===== src/rtl/mem_port_arbiter_pkg.sv =====
// Shared definitions for the unified-memory port arbiter: FSM states,
// funct3 width codes, arbitration priority values and extension helpers.
package mem_port_arbiter_pkg;

    typedef enum logic [1:0] {
        ST_IDLE  = 2'd0,
        ST_ISSUE = 2'd1,
        ST_WAIT  = 2'd2,
        ST_RESP  = 2'd3
    } state_t;

    localparam logic [2:0] BT_B  = 3'b000;
    localparam logic [2:0] BT_H  = 3'b001;
    localparam logic [2:0] BT_W  = 3'b010;
    localparam logic [2:0] BT_BU = 3'b100;
    localparam logic [2:0] BT_HU = 3'b101;

    localparam logic PRI_FETCH = 1'b0;
    localparam logic PRI_DATA  = 1'b1;

    function automatic logic [31:0] sext8(input logic [7:0] b);
        return {{24{b[7]}}, b};
    endfunction

    function automatic logic [31:0] sext16(input logic [15:0] h);
        return {{16{h[15]}}, h};
    endfunction

endpackage


===== src/rtl/mem_port_arbiter_lsu_align.sv =====
// Combinational byte-lane alignment: byte enables, store lane replication,
// load lane selection with sign/zero extension, and illegal-access detection.
module mem_port_arbiter_lsu_align
    import mem_port_arbiter_pkg::*;
(
    input  logic [2:0]  byt_typ_i,
    input  logic [1:0]  off_i,
    input  logic        we_i,
    input  logic [31:0] wdata_i,
    input  logic [31:0] rdata_i,
    output logic [3:0]  be_o,
    output logic [31:0] wdata_o,
    output logic [31:0] rdata_o,
    output logic        illegal_o
);

    logic [31:0] rshift_s;

    assign rshift_s = rdata_i >> {off_i, 3'b000};

    // Decode the access width into lanes; unknown widths stay illegal.
    always_comb begin
        be_o      = 4'b0000;
        wdata_o   = 32'h0000_0000;
        rdata_o   = 32'h0000_0000;
        illegal_o = 1'b1;
        case (byt_typ_i)
            BT_B: begin
                be_o      = 4'b0001 << off_i;
                wdata_o   = {4{wdata_i[7:0]}};
                rdata_o   = sext8(rshift_s[7:0]);
                illegal_o = 1'b0;
            end
            BT_H: begin
                be_o      = 4'b0011 << off_i;
                wdata_o   = {2{wdata_i[15:0]}};
                rdata_o   = sext16(rshift_s[15:0]);
                illegal_o = off_i[0];
            end
            BT_W: begin
                be_o      = 4'b1111;
                wdata_o   = wdata_i;
                rdata_o   = rshift_s;
                illegal_o = (off_i != 2'b00);
            end
            // Unsigned widths exist only for loads.
            BT_BU: begin
                be_o      = 4'b0001 << off_i;
                wdata_o   = {4{wdata_i[7:0]}};
                rdata_o   = {24'h00_0000, rshift_s[7:0]};
                illegal_o = we_i;
            end
            BT_HU: begin
                be_o      = 4'b0011 << off_i;
                wdata_o   = {2{wdata_i[15:0]}};
                rdata_o   = {16'h0000, rshift_s[15:0]};
                illegal_o = we_i | off_i[0];
            end
            default: begin
                illegal_o = 1'b1;
            end
        endcase
    end

endmodule


===== src/rtl/mem_port_arbiter.sv =====
// Arbitrates instruction fetch and load/store traffic onto one fixed-latency
// single-port memory, with alternating priority on ties.
module mem_port_arbiter
    import mem_port_arbiter_pkg::*;
#(
    parameter int MEM_LAT = 1,
    parameter int AW      = 32
) (
    input  logic          clk,
    input  logic          rst_n,
    input  logic          if_req,
    input  logic [AW-1:0] if_addr,
    output logic          if_ack,
    output logic [31:0]   if_rdata,
    output logic          if_err,
    input  logic          dm_req,
    input  logic          dm_we,
    input  logic [AW-1:0] dm_addr,
    input  logic [31:0]   dm_wdata,
    input  logic [2:0]    dm_byt_typ,
    output logic          dm_ack,
    output logic [31:0]   dm_rdata,
    output logic          dm_err,
    output logic          mem_req,
    output logic          mem_we,
    output logic [AW-1:0] mem_addr,
    output logic [3:0]    mem_be,
    output logic [31:0]   mem_wdata,
    input  logic [31:0]   mem_rdata
);

    localparam logic [3:0] LAT_M1 = 4'(MEM_LAT - 1);

    state_t        state_q, state_d;
    logic          pri_q, pri_d;
    logic [3:0]    cnt_q, cnt_d;
    logic          sel_fetch_q, we_q, err_q;
    logic [AW-1:0] addr_q;
    logic [31:0]   wdata_q, if_rdata_q, dm_rdata_q;
    logic [2:0]    bt_q;

    logic          win_fetch_s, req_any_s, idle_s, capture_s;
    logic [2:0]    al_bt_s;
    logic [1:0]    al_off_s;
    logic          al_we_s, al_illegal_s;
    logic [31:0]   al_wdata_s, al_wdata_lane_s, al_rdata_s;
    logic [3:0]    al_be_s;

    assign idle_s      = (state_q == ST_IDLE);
    assign req_any_s   = if_req | dm_req;
    assign win_fetch_s = if_req & (~dm_req | (pri_q == PRI_FETCH));
    assign capture_s   = (state_q == ST_WAIT) && (cnt_q == 4'd0);

    // In IDLE the aligner judges the live winner; afterwards it serves the latched access.
    always_comb begin
        if (!idle_s) begin
            al_bt_s    = bt_q;
            al_off_s   = addr_q[1:0];
            al_we_s    = we_q;
            al_wdata_s = wdata_q;
        end else if (win_fetch_s) begin
            al_bt_s    = BT_W;
            al_off_s   = if_addr[1:0];
            al_we_s    = 1'b0;
            al_wdata_s = 32'h0000_0000;
        end else begin
            al_bt_s    = dm_byt_typ;
            al_off_s   = dm_addr[1:0];
            al_we_s    = dm_we;
            al_wdata_s = dm_wdata;
        end
    end

    mem_port_arbiter_lsu_align u_align (
        .byt_typ_i (al_bt_s),
        .off_i     (al_off_s),
        .we_i      (al_we_s),
        .wdata_i   (al_wdata_s),
        .rdata_i   (mem_rdata),
        .be_o      (al_be_s),
        .wdata_o   (al_wdata_lane_s),
        .rdata_o   (al_rdata_s),
        .illegal_o (al_illegal_s)
    );

    // State, priority and latency counter registers.
    always_ff @(posedge clk or negedge rst_n) begin
        if (!rst_n) begin
            state_q <= ST_IDLE;
            pri_q   <= PRI_DATA;
            cnt_q   <= 4'd0;
        end else begin
            state_q <= state_d;
            pri_q   <= pri_d;
            cnt_q   <= cnt_d;
        end
    end

    // Next-state logic; illegal accesses skip the memory entirely.
    always_comb begin
        state_d = state_q;
        pri_d   = pri_q;
        cnt_d   = cnt_q;
        case (state_q)
            ST_IDLE: begin
                if (req_any_s) begin
                    pri_d   = win_fetch_s ? PRI_DATA : PRI_FETCH;
                    state_d = al_illegal_s ? ST_RESP : ST_ISSUE;
                end else begin
                    state_d = ST_IDLE;
                end
            end
            ST_ISSUE: begin
                cnt_d   = LAT_M1;
                state_d = ST_WAIT;
            end
            ST_WAIT: begin
                if (cnt_q == 4'd0) begin
                    state_d = ST_RESP;
                end else begin
                    cnt_d = cnt_q - 4'd1;
                end
            end
            ST_RESP: begin
                state_d = ST_IDLE;
            end
            default: begin
                state_d = ST_IDLE;
            end
        endcase
    end

    // Latch the granted access in IDLE and capture read data when it arrives.
    always_ff @(posedge clk or negedge rst_n) begin
        if (!rst_n) begin
            sel_fetch_q <= 1'b0;
            addr_q      <= '0;
            we_q        <= 1'b0;
            wdata_q     <= 32'h0000_0000;
            bt_q        <= 3'b000;
            err_q       <= 1'b0;
            if_rdata_q  <= 32'h0000_0000;
            dm_rdata_q  <= 32'h0000_0000;
        end else if (idle_s && req_any_s) begin
            sel_fetch_q <= win_fetch_s;
            addr_q      <= win_fetch_s ? if_addr : dm_addr;
            we_q        <= al_we_s;
            wdata_q     <= al_wdata_s;
            bt_q        <= al_bt_s;
            err_q       <= al_illegal_s;
        end else if (capture_s && sel_fetch_q) begin
            if_rdata_q  <= al_rdata_s;
        end else if (capture_s) begin
            dm_rdata_q  <= al_rdata_s;
        end
    end

    // Output decode from the current state.
    always_comb begin
        mem_req   = 1'b0;
        mem_we    = 1'b0;
        mem_addr  = '0;
        mem_be    = 4'b0000;
        mem_wdata = 32'h0000_0000;
        if_ack    = 1'b0;
        if_err    = 1'b0;
        dm_ack    = 1'b0;
        dm_err    = 1'b0;
        case (state_q)
            ST_ISSUE: begin
                mem_req   = 1'b1;
                mem_we    = we_q;
                mem_addr  = {addr_q[AW-1:2], 2'b00};
                mem_be    = al_be_s;
                mem_wdata = we_q ? al_wdata_lane_s : 32'h0000_0000;
            end
            ST_RESP: begin
                if_ack = sel_fetch_q;
                if_err = sel_fetch_q & err_q;
                dm_ack = ~sel_fetch_q;
                dm_err = ~sel_fetch_q & err_q;
            end
            default: begin
                mem_req = 1'b0;
            end
        endcase
    end

    assign if_rdata = if_rdata_q;
    assign dm_rdata = dm_rdata_q;

endmodule

===== config.mk =====
export PLATFORM = sky130hd
export DESIGN_NAME = mem_port_arbiter
export DESIGN_NICKNAME = d
export VERILOG_FILES = /design/src/rtl/mem_port_arbiter_pkg.sv /design/src/rtl/mem_port_arbiter_lsu_align.sv /design/src/rtl/mem_port_arbiter.sv
export SDC_FILE = /design/constraint.sdc
export NUM_CORES = 1
export LEC_CHECK = 0
export CAP_MARGIN = 5
export CELL_PAD_IN_SITES_DETAIL_PLACEMENT = 2
export CELL_PAD_IN_SITES_GLOBAL_PLACEMENT = 2
export CORE_UTILIZATION = 26
export CTS_CLUSTER_DIAMETER = 30
export CTS_CLUSTER_SIZE = 30
export DETAILED_ROUTE_END_ITERATION = 6
export GPL_TIMING_DRIVEN = 1
export PLACE_DENSITY = 0.9
export SLEW_MARGIN = 40
export SYNTH_ARGS = -nofsm -noshare
export SYNTH_HDL_FRONTEND = slang
export SYNTH_SLANG_ARGS = --single-unit

===== constraint.sdc =====
create_clock -name clk -period 2.71 [get_ports clk]
set_input_delay 0.271 -clock clk [delete_from_list [all_inputs] [get_ports clk]]
set_output_delay 0.271 -clock clk [all_outputs]
set_load 0.005 [all_outputs]

==> Word-level counts from Yosys, hierarchy flattened <==
Cells that the tools add are included.
{ "word_totals": {"reg_bits": 141, "input_bits": 136, "out_inout_bits": 138, "word_cells": 79} }
{ "op_classes": {"n_addsub": 1, "eq_ne": 9, "shifts": 3, "mux": 30, "n_bitwise": 11, "reduce_logical": 14} }
{ "op_table": {"columns": ["operator", "count"], "rows": [
  ["two-way mux 32 bit", 6],
  ["case mux 32 bit (5 select lines)", 1],
  ["case mux 32 bit (3 select lines)", 1],
  ["right shift 32 x 5 -> 32 bit", 1],
  ["case mux 4 bit (3 select lines)", 1],
  ["two-way mux 2 bit", 5],
  ["two-way mux 1 bit", 9],
  ["two-way mux 4 bit", 2],
  ["case mux 2 bit (4 select lines)", 1],
  ["case mux 4 bit (2 select lines)", 1],
  ["== test 3 bit, second input constant", 2],
  ["two-way mux 3 bit", 2],
  ["AND reduction 2 bit", 3],
  ["NOT 1 bit", 5],
  ["case mux 1 bit (5 select lines)", 1],
  ["== test 2 bit, second input constant", 2],
  ["logical NOT 4 bit", 1],
  ["nonzero test 2 bit", 2],
  ["OR reduction 2 bit", 2],
  ["<< shifter 1 x 2 -> 4 bit, first input constant", 1],
  ["<< shifter 2 x 2 -> 4 bit, first input constant", 1],
  ["subtractor 4 x 1 -> 4 bit, second input constant", 1],
  ["bitwise AND 1 bit", 3],
  ["== test 3 x 1 -> 1 bit, second input constant", 1],
  ["9 further kinds", 13]
]} }

==> Logic depth before layout (Yosys ltp) <==
Gate-level depths: netlist of the first run.
{ "logic_depth": {"word_depth": 10, "depth_mapped": 12, "mapped_depth_nobuf": 8} }

==> By module <==
A second synthesis of the first run with hierarchy kept.
{ "unflattened": {"hier_cells": 882, "hier_area_um2": 7916.3} }
{ "modules_own_cells": {"columns": ["mod", "instances", "cells_each", "area_each_um2", "seq_area_each_um2"], "rows": [
  ["mem_port_arbiter", 1, 690, 6688.9, 3529.6],
  ["mem_port_arbiter_lsu_align", 1, 192, 1227.4, 0.0]
]} }

==> Least setup slack after synthesis of the first run <==
Ideal clock, no wire load.
{ "synth_path": {"kind": "register -> output", "start": "reg state_q[0]", "end": "out mem_wdata[25]", "arrival_time_ns": 2.245, "required_time_ns": 2.439, "path_slack_ns": 0.194, "path_stages_with_launch": 13, "path_buffers": 5, "path_cell_list": "dfrtp_1 -> inv_1 -> ha_1 -> buf_2 -> inv_1 -> clkbuf_1 -> nor2_1 -> buf_2 -> buf_2 -> buf_1 -> nand2_1 -> a21o_1 -> a21oi_1"} }
{ "synth_between": {"elab_chain_cells": 7, "elab_cells_between_ends": 14, "classes_between": "eq/ne (5); mux (5); reduce/logical (4)"} }
{ "synth_rtl": {"columns": ["element", "line", "source"], "rows": [
  ["from (decl)", "mem_port_arbiter.sv:34", "state_t state_q, state_d;"],
  ["from (signal assigned)", "mem_port_arbiter.sv:93", "state_q <= state_d;"],
  ["logical NOT 2 bit", "mem_port_arbiter.sv:49", "assign idle_s = (state_q == ST_IDLE);"],
  ["two-way mux 3 bit", "mem_port_arbiter.sv:56", "if (!idle_s) begin"],
  ["== test 3 x 1 -> 1 bit (tied with other cells)", "mem_port_arbiter_lsu_align.sv:27", "case (byt_typ_i)"],
  ["OR reduction 2 bit (no line)", null, null],
  ["case mux 32 bit (3 select lines)", "mem_port_arbiter_lsu_align.sv:27", null],
  ["two-way mux 32 bit", "mem_port_arbiter.sv:175", "mem_wdata = we_q ? al_wdata_lane_s : 32'h0000_0000;"],
  ["two-way mux 32 bit *", "mem_port_arbiter.sv:169", "case (state_q)"],
  ["to (decl)", "mem_port_arbiter.sv:28", "output logic [31:0] mem_wdata,"]
]} }
Mark *: on every way between the ends. The rest lies on a longest branch, timed or not.

==> Worst setup path in the final report of the first run <==
{ "layout_path": {"start": "reg state_q[0]", "end": "reg if_rdata_q[25] (netlist: if_rdata[25])"} }
{ "layout_between": {"elab_chain_cells": 4, "elab_cells_between_ends": 16, "classes_between": "eq/ne (5); shift (1); mux (3); bitwise (1); reduce/logical (6)"} }
{ "layout_rtl": {"columns": ["element", "line", "source"], "rows": [
  ["logical NOT 2 bit / == test 2 bit (equally long branches)", "mem_port_arbiter.sv:49, mem_port_arbiter.sv:52", null],
  ["two-way mux 2 bit (tied with other cells)", "mem_port_arbiter.sv:56", null],
  ["right shift 32 x 5 -> 32 bit (tied with other cells)", "mem_port_arbiter_lsu_align.sv:19", "assign rshift_s = rdata_i >> {off_i, 3'b000};"],
  ["case mux 32 bit (5 select lines) / AND reduction 2 bit (equally long branches)", null, null],
  ["to (signal assigned)", "mem_port_arbiter.sv:152", "if_rdata_q <= al_rdata_s;"],
  ["to (decl)", "mem_port_arbiter.sv:39", "logic [31:0] wdata_q, if_rdata_q, dm_rdata_q;"]
]} }
Several ways; a longest one is shown, not always the timed one.
A chain may end at the register's enable or synchronous reset.

==> metrics.txt, run 1 <==
Die Area 30100 µm²; failing checks setup timing; synth warn 0; Slew @ Worst Pin 0.788 ns; clk sink count 141; Final Max Slew Viols 0; hold path depth 3; fin crit share 103%; most common cell after layout, fill and taps aside clkdlybuf4s50_1; CTS Buf Count 17; # Max-Cap Violations 0; Peak VDD IR 519 µV; Final Hold Viols 0; leakage power 5.64 nW; largest family of logic cells by synthesized area simple AND/OR/NAND/NOR gates; average wire per standard cell 25.8 µm; clock buffer depth 2; Worst Path Arrival 3.11 ns; FF-to-FF End if_rdata[25]; layout cells sized above 1 26.1%; gpl congestion 0.843; post-layout power 0.0182 W; worst hold path class input pin to flip-flop; Synth Area in Compound Gates 21.8%; Area Growth Syn to Fin 73.5%; minimum clock period after layout 2.78 ns; post-layout net count 1411; die height 173 µm; simple-gate share of the synthesized area 21.9%; Iter 0 DRT Violations 544; Critical Path RT 3.04 ns; Fillers 3025; R2R depth 13; PD cells 1370 nW/µm²; worst hold start if_addr[4]; Slew HR 47.3%; hold endpoint addr_q[4]; XOR/XNOR share of the synthesized area 0.115%; R2R setup slack -0.07 ns; multi-input logic area 4400 µm²; IO buf count 271; Adder-Cell Fraction of Synth Area 0.982%; GRT Total Usage 26.9%; RSZ-0062 raised after global routing yes; num rows 62; crit path capture type flip-flop; crit path kind flip-flop to flip-flop; vias in the first global route 9977; Worst Path Max Fanout 24; mean post-synth cell area 8.60 µm²; DRC viols 0; antenna-violating nets left 0; largest net degree at the start of global routing 84; initial antenna violation count 4; Via-to-Cell Ratio 5.33; DR vias 8893; Mapped Cells 888; Reg clk slew, reported paths 0.07 ns; most frequent cells in the layout 234 x clkdlybuf4s50_1, 161 x nand2_1, 140 x dfrtp_1; ys flop type dfrtp_1; total gr overflow 0; total wire length 43100 µm; Worst-Skew Late Latency 0.43 ns; core area 28800 µm²; root buffer cell clkbuf_16; Ports 274; final hold slack 0.406 ns; fin cells 1667; Final setup viols 27; CTS H-tree depth 4; Post-synth ARST share 100%; Synth cell types 59; CTS tree yes; register bit total from synthesis 141; EDFF count, synth 0; Initial Utilization 26.5%; die width 173 µm; first-pass GRT wire length 61900 µm; Syn Std Cell Area 7640 µm²; DP HPWL 26200 µm; multiplexer share of the synthesized area 3.98%; sequential fraction of the synthesis area 46.2%; r2r startpoint state_q[0]; CP Launch Type flip-flop; PnR worst setup slack -0.0729 ns; Clock Skew 0.0127 ns; Reg area 3530 µm²; outcome finished, violations left; f_max 359 MHz; cell count after placement 1567; drt first pass iters 4
[metal layers]
| metal | vias to the layer above | track usage [%] | share of wire [%] |
|---|---|---|---|
| met3 | 86 | 5.22 | 5.0 |
| li1 | 3882 | - | - |
| met5 | - | 0 | 0.063 |
| met4 | 4 | 8.92 | 3.1 |
| met2 | 366 | 50.0 | 53 |
| met1 | 4555 | 30.7 | 39 |
[how the worst max path moves through the flow]
stage | startpoint | to | slack, ns | depth (start not counted)
after floorplan | state_q[0] | mem_wdata[25] | 0.19 | 12
after global placement | if_req | mem_wdata[25] | -0.24 | 7
final | state_q[0] | if_rdata[25] | -0.07 | 13
after global routing | state_q[0] | mem_be[2] | -0.15 | 11
after CTS | state_q[0] | mem_be[3] | -0.14 | 10
after detailed placement | dm_req | if_rdata[18] | -0.36 | 11
[per-stage QoR]
step / TNS [ns] / utilization [%] / setup WS, ns / instance area, µm²
2_1_floorplan: 0 / - / 0.194 / 7640
3_3_place_gp: -6.10 / 39.8 / -0.239 / 11400
3_5_place_dp: -15.06 / 39.8 / -0.361 / 11400
4_1_cts: -0.265 / 44.3 / -0.136 / 12700
5_1_grt: -4.30 / 46.1 / -0.151 / 13300
6_report: -0.895 / 46.1 / -0.0729 / 13300
[critical path, stage by stage, from the launching register on]
cell,delay (ns)
dfrtp_1,0.37
inv_2,0.07
ha_4,0.20
buf_6,0.14
buf_8,0.13
buf_4,0.13
o221a_4,0.12
buf_4,0.16
or3_4,0.39
a32oi_4,0.20
nand4_1,0.14
buf_6,0.20
buf_16,0.18
a31oi_1,0.26
[cell usage after synthesis (all sizes together) (2+ instances only)]
cell	instances	area [µm²]
nor4	2	12.5
a31o	2	26.3
a21boi	4	37.5
a41oi	14	123
nor2b	3	18.8
ha	6	75.1
or3	4	35.0
nand2b	8	50.1
o21ai	35	175
a22oi	24	180
o21a	16	120
a22o	16	140
a32oi	8	77.6
dfrtp	140	3500
o211ai	5	37.5
nor3	6	41.3
nand4	2	12.5
nand3	24	120
o221a	2	31.3
o22ai	7	43.8
and2	42	263
a21oi	32	160
inv	12	45.0
and3	9	56.3
mux2i	18	180
clkbuf	53	199
nor2	113	429
buf	22	133
nand2	165	619
o22a	2	17.5
mux2	11	124
a31oi	66	413
[repair_timing]
item,CTS,global route
pin swaps,25,17
buffers inserted,40,20
resized for setup,167,88
hold buffers,1,0
gates cloned,7,2
endpoints found under the setup margin,81,112
hold endpoints to repair,60,0
[final cells by class]
cell class | instances | area share [%]
Sequential cell | 141 | 26.6
Timing Repair Buffer | 434 | 31.8
Clock inverter | 13 | 1.15
Antenna cell | 2 | 0.0377
Inverter | 13 | 0.387
Tap cell | 384 | 3.62
Clock buffer | 18 | 3.24
Multi-Input combinational cell | 662 | 33.2
[power breakdown]
group | switching, W | internal, W | leakage, nW
clock | 0.00107 | 0.00138 | 0.280
sequential | 0.000764 | 0.00315 | 1.72
combinational | 0.00612 | 0.00572 | 3.65
[registers in the layout, summed over array words and instances, names as in the netlist]
register     flops
addr_q          32
bt_q             3
cnt_q            4
dm_rdata        32
err_q            1
if_rdata        32
pri_q            1
sel_fetch_q      1
state_q          2
wdata_q         32
we_q             1
[cell families (layout without fill, tap and decap cells)]
kind of cell,count (synthesis),after routing
AOI/OAI and AO/OA,242,242
DFF,141,141
buffers and inverters,88,478
and+or+nand+nor,380,382
other,1,4
adders and majority gates,6,6
xor gates and xnor gates,1,1
muxes,29,29
No activity file was read; power rests on OpenSTA's default activity.
==> run 2, diff against run 1 <==
MAX_ROUTING_LAYER = met4   (was not set)
==> metrics.txt, run 2 (synthesis results as in run 1) <==
fin cells 1669; Worst Path Max Fanout 16; DR vias 8940; failing checks setup timing; cell count after placement 1567; DP HPWL 26200 µm; sw frac 43.9%; Reg area 3530 µm²; crit path kind flip-flop to flip-flop; antenna-violating nets left 0; clock group share of total power 13.4%; CTS Buf Count 17; die height 173 µm; first-pass GRT wire length 61800 µm; Reg clk slew, reported paths 0.08 ns; Pint 0.0103 W; num rows 62; Ports 274; Critical Path RT 3.04 ns; worst hold path class input pin to flip-flop; Peak VDD IR 530 µV; PD cells 1380 nW/µm²; Comb power frac 65.2%; CTS tree yes; DRC viols 0; CP Launch Type flip-flop; Area Growth Syn to Fin 74.7%; IO buf count 271; Die Area 30100 µm²; # Max-Cap Violations 0; Final Max Slew Viols 0; most frequent cells in the layout 234 x clkdlybuf4s50_1, 162 x nand2_1, 140 x dfrtp_1; PnR worst setup slack -0.0867 ns; most common cell after layout, fill and taps aside clkdlybuf4s50_1; clock buffer depth 2; RSZ-0062 raised after global routing yes; Clock Skew 0.0179 ns; CP Cell Sequence inv_2 > ha_4 > buf_6 > buf_8 > buf_4 > o221a_4 > nor2_4 > buf_6 > buf_12 > buf_4 > o21ai_1 > o211ai_1 > buf_4 > buf_12 > a31oi_2; total gr overflow 0; R2R setup slack -0.09 ns; GRT Total Usage 27.7%; minimum clock period after layout 2.80 ns; Slew @ Worst Pin 0.785 ns; core area 28800 µm²; Final setup viols 30; total wire length 43200 µm; Seq pwr share 21.4%; Worst-Skew Late Latency 0.43 ns; fin crit share 103%; vias in the first global route 9980; Slowest cell on crit path dfrtp_1; CTS H-tree depth 4; CP dominant cell by count buf_4; layout cells sized above 1 26.4%; Iter 0 DRT Violations 506; initial antenna violation count 5; leakage power 5.66 nW; root buffer cell clkbuf_16; gpl congestion 0.856; largest net degree at the start of global routing 84; worst stage delay on the critical path 0.39 ns; outcome finished, violations left; multi-input logic area 4470 µm²; drt first pass iters 4; Slew HR 47.5%; f_max 358 MHz; Via-to-Cell Ratio 5.36; average wire per standard cell 25.9 µm; Worst Path Arrival 3.13 ns; Final Hold Viols 0; Initial Utilization 26.5%; die width 173 µm; crit path capture type flip-flop; post-layout power 0.0184 W; clk sink count 141; Fillers 2995; P_sw 0.00806 W; post-layout net count 1410; pre-CTS WS -0.361 ns
==> run 2: cell count changes in the layout (fill, tap and decap cells not counted), sizes merged <==
cell | previous run | this run
diode | 2 | 5
buf | 177 | 175
clkdlybuf4s15 | 0 | 1
==> run 2: final cells by class <==
cell class / count / share of cell area [%]
diodes: 5 / 0.0938
clock buffers: 18 / 3.22
clock inverters: 13 / 1.14
inverters: 13 / 0.384
multi-input cells: 662 / 33.5
flip-flops and latches: 141 / 26.4
well taps: 384 / 3.60
repair buffers: 433 / 31.6
==> run 2: what timing repair did <==
action,in CTS,in global routing
pin swaps,25,21
buffers inserted,40,19
gates resized for setup,167,99
hold endpoints to repair,60,0
endpoints found under the setup margin,81,110
hold buffers,1,0
gates cloned,7,2
==> run 2: stage by stage <==
stage                     hold slack, ns  utilization [%]  instance area [µm²]  setup TNS (ns)
after floorplan                  -0.0246                -                 7640               0
after global placement             0.327             39.8                11400           -6.10
after detailed placement           0.341             39.8                11400          -15.06
after CTS                          0.393             44.3                12700          -0.265
after global routing               0.415             46.4                13300           -5.05
final                              0.404             46.4                13300          -0.613
==> run 2: final timing paths <==
path,start,end,cells past startpoint
setup / recovery,state_q[0],if_rdata[26],15
hold / removal,if_addr[4],addr_q[4],3
setup reg to reg,state_q[0],if_rdata[26],15
hold reg to reg,wdata_q[30],wdata_q[30],2
max in group asynchronous,rst_n,dm_rdata[16],3
min in group asynchronous,rst_n,if_rdata[8],2
==> run 2: power groups by stage <==
| stage | Combinational (W) | Sequential, W | Clock [W] |
|---|---|---|---|
| after floorplan | 0.00416 | 0.00368 | 0 |
| after global placement | 0.00834 | 0.00375 | 0 |
| after detailed placement | 0.00882 | 0.00387 | 0 |
| after CTS | 0.0104 | 0.00385 | 0.00246 |
| after global routing | 0.0126 | 0.00403 | 0.00258 |
| final | 0.0120 | 0.00393 | 0.00246 |
==> run 2: critical path, delay by kind of cell, from the launching register on <==
family,cells,cell delay (ns)
fa+ha+maj,1,0.21
simple gates,1,0.05
buf+inv,9,1.21
compound gates,4,0.82
flops,1,0.39
==> run 2: routing by layer <==
metal | track usage [%] | vias up | part of all wire, %
li1 | - | 3894 | -
met1 | 30.7 | 4603 | 39
met2 | 50.1 | 367 | 53
met3 | 4.96 | 76 | 5.2
met4 | 8.81 | 0 | 3.0
met5 | - | - | 0
==> run 3, diff against run 2 <==
GPL_TIMING_DRIVEN = 0   (was 1)
==> metrics.txt, run 3 (synthesis results as in run 1) <==
final hold slack 0.342 ns; antenna-violating nets left 0; leakage power 5.45 nW; Worst-Skew Late Latency 0.43 ns; worst hold path class input pin to asynchronous set/reset pin; fin crit share 112%; Final Max Slew Viols 0; root buffer cell clkbuf_16; vias in the first global route 9857; most frequent cells in the layout 233 x clkdlybuf4s50_1, 163 x nand2_1, 140 x dfrtp_1; initial antenna violation count 8; CP Launch Type input pin; clk sink count 141; outcome finished, violations left; Initial Utilization 26.5%; Worst Path Arrival 2.76 ns; crit path kind input pin to output pin; Final Hold Viols 0; Via-to-Cell Ratio 5.34; crit path capture type output pin; Area Growth Syn to Fin 66.5%; DP HPWL 27200 µm; num rows 62; post-layout net count 1379; drt first pass iters 5; RSZ-0062 raised after global routing yes; R2R depth 10; Final TNS setup -5.46 ns; GRT Total Usage 26.8%; total wire length 41200 µm; Worst Path Max Fanout 10; R2R setup slack 0 ns; CTS Buf Count 17; Peak VDD IR 591 µV; most common cell after layout, fill and taps aside clkdlybuf4s50_1; total gr overflow 0; die height 173 µm; DRC viols 0; IO buf count 271; clock buffer depth 2; Clock Skew 0.0154 ns; minimum clock period after layout 3.03 ns; f_max 330 MHz; Critical Path RT 2.44 ns; gpl congestion 0.822; DR vias 8771; # Max-Cap Violations 0; Ports 274; CTS H-tree depth 4; Slew HR 53.6%; Die Area 30100 µm²; failing checks setup timing; Final setup viols 27; die width 173 µm; CTS tree yes; Reg clk slew, reported paths 0.06 ns; core area 28800 µm²; first-pass GRT wire length 59700 µm; PD cells 1350 nW/µm²; largest net degree at the start of global routing 53; layout cells sized above 1 21.3%; Iter 0 DRT Violations 528; average wire per standard cell 25.1 µm; FF-to-FF End if_rdata[13]; r2r startpoint state_q[0]; PnR worst setup slack -0.322 ns; Slew @ Worst Pin 0.695 ns
[run 3: cell count changes in the layout (fill, tap and decap cells not counted), moves of 7 or more]
cell           before  now
buf_4             117   48
clkbuf_1            1   28
a31oi_1            44   64
a41oi_1             2   14
buf_12             16    4
a31oi_4            12    1
a41oi_2            11    0
a31oi_2            10    1
a22oi_1            17    9
a22oi_2             7   15
buf_8               1    9
clkbuf_4            0    8
clkbuf_2            9   16
dlygate4sd2_1       9    2
[run 3: area by class of cell]
type / count / area [µm²]
Antenna cell: 9 / 22.5
Buffer: 74 / 557
Clock buffer: 19 / 443
Clock inverter: 13 / 204
Fill cell: 3059 / 16100
Inverter: 13 / 48.8
Multi-Input combinational cell: 660 / 4230
Sequential cell: 141 / 3530
Tap cell: 384 / 480
Timing Repair Buffer: 330 / 3210
[run 3: what timing repair did]
item,CTS,global route
buffers inserted,31,20
gates cloned,4,1
endpoints found under the hold margin,44,0
pin swaps,34,44
hold buffers,1,0
setup endpoints to repair,185,102
resized for setup,251,78
[run 3: through the flow]
stage | cells | utilization (%) | area, µm² | setup WS, ns | power (W)
CTS | 1613 | 42.8 | 12300 | -0.277 | 0.0163
floorplan | 889 | - | 7640 | 0.194 | 0.00784
global route | 1643 | 44.2 | 12700 | -0.359 | 0.0180
detailed placement | 1546 | 37.9 | 10900 | -1.31 | 0.0118
global placement | 1544 | 37.7 | 10800 | -4.85 | 0.0113
finish | 1643 | 44.2 | 12700 | -0.322 | 0.0172
[run 3: routing by layer]
metal	track usage (%)	routed length, µm	up-vias
met2	46.1	21400	366
met4	10.6	1160	0
li1	-	-	3826
met5	-	0	-
met3	5.13	2120	72
met1	30.6	16600	4507
[run 3: worst max-delay path, cell delays in order]
cell	delay [ns]
clkdlybuf4s50_1	0.54
a21boi_4	0.26
clkbuf_4	0.28
nor2_4	0.07
buf_8	0.15
buf_8	0.13
a22oi_2	0.27
nand2_1	0.15
and3_1	0.25
o21a_1	0.23
buf_2	0.13
[run 3: how the worst max path moves through the flow]
| stage | from | end | slack (ns) | cells past startpoint |
|---|---|---|---|---|
| floorplan | state_q[0] | mem_wdata[25] | 0.19 | 12 |
| global placement | rst_n | wdata_q[21] | -4.85 | 1 |
| detailed placement | if_req | mem_wdata[25] | -1.31 | 11 |
| CTS | state_q[0] | mem_wdata[1] | -0.28 | 9 |
| global route | state_q[0] | mem_be[2] | -0.36 | 10 |
| finish | dm_req | mem_wdata[15] | -0.32 | 11 |
[run 3: where the power goes]
group	internal (W)	switching, W	total, W
logic	0.00494	0.00572	0.0107
registers	0.00315	0.000755	0.00391
clock network	0.00160	0.00107	0.00266
